==> config.mk <==
export PLATFORM = sky130hd
export DESIGN_NAME = immediate_encoder
export DESIGN_NICKNAME = d
export VERILOG_FILES = /design/src/rtl/immediate_encoder.sv
export SDC_FILE = /design/constraint.sdc
export NUM_CORES = 1
export LEC_CHECK = 0
export ABC_AREA = 1
export BUFFER_PORTS_ARGS = -buffer_cell sky130_fd_sc_hd__buf_4
export CAP_MARGIN = 0
export CORE_ASPECT_RATIO = 1.4
export CORE_UTILIZATION = 60
export CTS_CLUSTER_SIZE = 8
export DETAILED_ROUTE_END_ITERATION = 7
export GPL_ROUTABILITY_DRIVEN = 0
export GPL_TIMING_DRIVEN = 1
export HOLD_SLACK_MARGIN = 0.08
export PLACE_DENSITY_LB_ADDON = 0.08
export SYNTH_ARGS = -nofsm -noshare
export SYNTH_HDL_FRONTEND = slang
export SYNTH_SLANG_ARGS = --single-unit
==> constraint.sdc <==
create_clock -name clk -period 7.5 [get_ports clk]
set_clock_uncertainty 0.1 [all_clocks]
set_input_delay 0 -clock clk [delete_from_list [all_inputs] [get_ports clk]]
set_output_delay 0 -clock clk [all_outputs]
set_load 0.02 [all_outputs]
==> src/rtl/immediate_encoder.sv <==
// Searches for the {rot, imm8} operand whose ROR(imm8, 2*rot) reproduces a 32-bit constant.
// Optional macro IMM_ENC_INVERT_EN adds a second pass on ~value that flags the result as inverted.
module immediate_encoder #(
    parameter int ROTS_PER_CYCLE = 1
) (
    input  logic        clk,
    input  logic        rst,
    input  logic        start,
    input  logic [31:0] value,
    output logic        ready,
    output logic        done,
    output logic        valid,
    output logic [11:0] shifter_operand,
    output logic        inverted
);

    typedef enum logic [1:0] {IDLE, SEARCH, DONE} state_t;

    state_t      state, state_n;
    logic [31:0] cand, cand_n;
    logic [3:0]  rot_cnt, rot_cnt_n;
    logic        valid_n;
    logic [11:0] operand_n;
    logic        hit;
    logic [3:0]  hit_rot;
    logic [7:0]  hit_imm;
    logic        last_group;
`ifdef IMM_ENC_INVERT_EN
    logic        inv_q, inv_n;
    logic        pass_inv, pass_inv_n;
`endif

    logic [3:0]  grp_rot [ROTS_PER_CYCLE];
    logic [31:0] grp_t   [ROTS_PER_CYCLE];

    // One rotate-left per rotation tested this cycle; a match leaves only the low byte set.
    for (genvar g = 0; g < ROTS_PER_CYCLE; g++) begin : g_rot
        logic [5:0] sh;
        assign grp_rot[g] = rot_cnt + 4'(g);
        assign sh         = {1'b0, grp_rot[g], 1'b0};
        assign grp_t[g]   = (cand << sh) | (cand >> (6'd32 - sh));
    end

    // Scan from the top so the lowest matching rotation is the one kept.
    always_comb begin
        hit     = 1'b0;
        hit_rot = '0;
        hit_imm = '0;
        for (int g = ROTS_PER_CYCLE - 1; g >= 0; g--) begin
            if (grp_t[g][31:8] == 24'd0) begin
                hit     = 1'b1;
                hit_rot = grp_rot[g];
                hit_imm = grp_t[g][7:0];
            end
        end
    end

    assign last_group = (rot_cnt == 4'(16 - ROTS_PER_CYCLE));
    assign ready      = (state == IDLE);
    assign done       = (state == DONE);

    always_comb begin
        state_n   = state;
        cand_n    = cand;
        rot_cnt_n = rot_cnt;
        valid_n   = valid;
        operand_n = shifter_operand;
`ifdef IMM_ENC_INVERT_EN
        inv_n      = inv_q;
        pass_inv_n = pass_inv;
`endif
        case (state)
            IDLE: begin
                if (start) begin
                    state_n   = SEARCH;
                    cand_n    = value;
                    rot_cnt_n = '0;
                    valid_n   = 1'b0;
                    operand_n = '0;
`ifdef IMM_ENC_INVERT_EN
                    inv_n      = 1'b0;
                    pass_inv_n = 1'b0;
`endif
                end
            end
            SEARCH: begin
                if (hit) begin
                    state_n   = DONE;
                    rot_cnt_n = '0;
                    valid_n   = 1'b1;
                    operand_n = {hit_rot, hit_imm};
`ifdef IMM_ENC_INVERT_EN
                    inv_n = pass_inv;
`endif
                end else if (last_group) begin
                    rot_cnt_n = '0;
`ifdef IMM_ENC_INVERT_EN
                    // Plain pass exhausted: retry once on the complement before giving up.
                    if (!pass_inv) begin
                        pass_inv_n = 1'b1;
                        cand_n     = ~cand;
                    end else begin
                        state_n = DONE;
                    end
`else
                    state_n = DONE;
`endif
                end else begin
                    rot_cnt_n = rot_cnt + 4'(ROTS_PER_CYCLE);
                end
            end
            DONE:    state_n = IDLE;
            default: state_n = IDLE;
        endcase
    end

    always_ff @(posedge clk or posedge rst) begin
        if (rst) begin
            state           <= IDLE;
            cand            <= '0;
            rot_cnt         <= '0;
            valid           <= 1'b0;
            shifter_operand <= '0;
`ifdef IMM_ENC_INVERT_EN
            inv_q    <= 1'b0;
            pass_inv <= 1'b0;
`endif
        end else begin
            state           <= state_n;
            cand            <= cand_n;
            rot_cnt         <= rot_cnt_n;
            valid           <= valid_n;
            shifter_operand <= operand_n;
`ifdef IMM_ENC_INVERT_EN
            inv_q    <= inv_n;
            pass_inv <= pass_inv_n;
`endif
        end
    end

`ifdef IMM_ENC_INVERT_EN
    assign inverted = inv_q;
`else
    assign inverted = 1'b0;
`endif

endmodule

==> results.cfg <==
[drt]
drc = 1
dr.pass1.iters = 8
drt-total-wl_mm = 12.8
vias = 5151
drtIter0Drc = 527
viasPerCell = 5.95
postRouteAntennaNets = 0
wl_per_cell_um = 14.8

[timing]
relSlewSlack_pct = 25.9
period_share_pct = 62.2
rsz0062_at_grt = false
slew_viol_final = 0
fin_crit_ps = 4670
setup-tns-final_ps = 0
fmax_mhz = 214
worstMarginPinSlew_ps = 1110
report.final.setup_viol = 0
hold_viol = 0

[placed_design]
post-dp-hpwl_mm = 8.91
post_dp_cell_area_um2 = 4660
place_inst = 824
io_buffer_count = 49

[clock_network]
cts_resized = 0
clock_latency_ps = 330
clkTransAtPathRegs_ps = 100
postCtsHoldBufs = 33
cts_tree = built
root_buffer = clkbuf_8
cts_setup_buffers = 0
htreeDepth = 2
cts-buffers-inserted = 5
cts.path.max_buffers = 2
cts.sinks = 51

[yosys]
yosys_register_bits = 51
synth_edf_count = 0
synth_warnings = 0
ys_types = 34
ys_seq_area_share_pct = 28.7
syn_inst = 719
synth_ff_type = dfrtp_1
synth.avg_cell_area_um2 = 6.18
synth_nets = 756
synthesis.area_um2 = 4440
async_flop_share_pct = 100

[pwr]
power.density_nw_per_um2 = 527
worst_ir_drop_vdd_mv = 0.274
p_leak_nw = 2.71

[flow_run]
drv_cap = 0

[grt]
grt_pass1_wl_mm = 21.4
antenna_found_initial = 0
grt_use_total_pct = 35.0
grt_pass1_vias = 4695
grt_overflow_total = 0
grt_max_degree = 52

[floorplanning]
rows = 36
dieArea_um2 = 7760
coreArea_um2 = 7070
die_w_um = 74.7
pin_count = 51
die_h_um = 104
start_util_pct = 62.8

[setup_path]
cp_max_fo = 39
timing_worst_setup_path_type = reg -> reg
crit_path_frequent_cell = nand2_1
cp.arrival_ps = 4790
critPathLaunchType = flip-flop
crit_required_ps = 7630
critPathMaxStageDelay_ps = 980
path_buf_inv = 3
crit_slowest_cell = ha_1
critical_path.endpoint_type = flip-flop
crit_family = buffers and inverters
crit_path_cell_trace = buf_4, inv_2, ha_1, inv_1, nand3_1, nand2_1, o21ai_1, nand3_1, a21oi_1, nand2_1, a21oi_4, nand2_1, nand3b_1, nand2_1

[hold_path]
hold_class = in -> reg

[cells_and_area]
final_area_um2 = 5090
final_layout_size_suffix_gt1_share_pct = 11.9
n_antenna_cell = 0
fin_nets = 806
stdcell_count = 865
area_growth_pct = 14.5

[run_status]
violations = DRC
status = complete, but fails checks
## final timing paths
check,startpoint,slack (ps),endpoint,depth (start not counted)
setup / recovery,rot_cnt[0]$_DFFE_PP0P_,2830,rot_cnt[0]$_DFFE_PP0P_,14
hold / removal,start,100,state[0]$_DFFE_PP0P_,4
setup reg to reg,rot_cnt[0]$_DFFE_PP0P_,2830,rot_cnt[0]$_DFFE_PP0P_,14
hold reg to reg,shifter_operand[11]$_DFFE_PP0P_,410,shifter_operand[11]$_DFFE_PP0P_,2
max in group asynchronous,rst,6260,cand[28]$_DFFE_PP0P_,3
min in group asynchronous,rst,390,rot_cnt[3]$_DFFE_PP0P_,3
## sequential cells by signal, summed over array words and instances, names as in the netlist
name,count
shifter_operand,12
valid,1
state,2
cand,32
rot_cnt,4
## metal layers
metal | vias to the layer above | track usage [%] | routed length, um
met5 | - | 0 | 0
met4 | 0 | 17.1 | 556
met3 | 53 | 5.74 | 928
met2 | 283 | 57.9 | 6310
met1 | 2344 | 42.7 | 4970
li1 | 2471 | - | -
## power breakdown
group          switching, mW  total (mW)  internal, mW
Combinational           1.37        2.01         0.643
Clock                 0.0945       0.179        0.0844
Sequential             0.119       0.492         0.373
Total                   1.58        2.68          1.10
## stage by stage
| stage | total power, mW | worst slack, ps | util [%] | hold WS, ps |
|---|---|---|---|---|
| finish | 2.68 | 2830 | 72.0 | 97.7 |
| global route | 2.94 | 2410 | 72.0 | 178 |
| CTS | 2.62 | 2920 | 72.0 | 123 |
| global placement | 2.38 | 3120 | 65.9 | 93.0 |
| detailed placement | 2.42 | 2910 | 65.9 | 98.1 |
| floorplan | 2.10 | 4790 | - | 9.62 |
## worst min-delay path: stages
cell	delay (ps)
buf_4	80
nand2_1	40
buf_4	260
nand2_1	120
## final cells by class
cell class | count | area [um2]
Timing Repair Buffer | 86 | 728
Sequential cell | 51 | 1280
Fill cell | 623 | 1980
Clock buffer | 8 | 100
Tap cell | 95 | 119
Multi-Input combinational cell | 600 | 2770
Inverter | 25 | 100
## logic make-up after synthesis
| group | Yosys count | synth area share, % |
|---|---|---|
| compound gates | 57 | 7.52 |
| xor+xnor | 3 | 0.761 |
| fa+ha+maj | 2 | 0.563 |
| buf+inv | 68 | 9.04 |
| flops | 51 | 28.7 |
| other cells | 1 | 0.0844 |
| simple gates | 537 | 53.3 |
## layout by cell type (no fill, tap or decap), drive strengths merged
master       count
nand2          330
nand3          157
buf             53
dfrtp           51
dlygate4sd3     33
o21ai           29
nor2            28
inv             22
a21oi           16
nand4           12
clkbuf           8
and2             7
o221ai           5
o211ai           4
clkinv           3
xor2             3
o311ai           2
nand3b           2
ha               2
nor3             1
a31oi            1
conb             1
## Yosys cell counts, drive strengths merged, types with 3 or more instances
master	number	share of area (%)
nand2	330	29
nand3	157	19
dfrtp	51	29
buf	30	5.7
o21ai	29	3.3
nor2	28	2.5
inv	22	2.0
a21oi	16	2.1
clkbuf	13	1.1
nand4	12	1.7
and2	7	0.99
o221ai	5	0.99
o211ai	4	0.68
clkinv	3	0.28
xor2	3	0.76
Note: power is estimated with default switching activity, not from simulation.
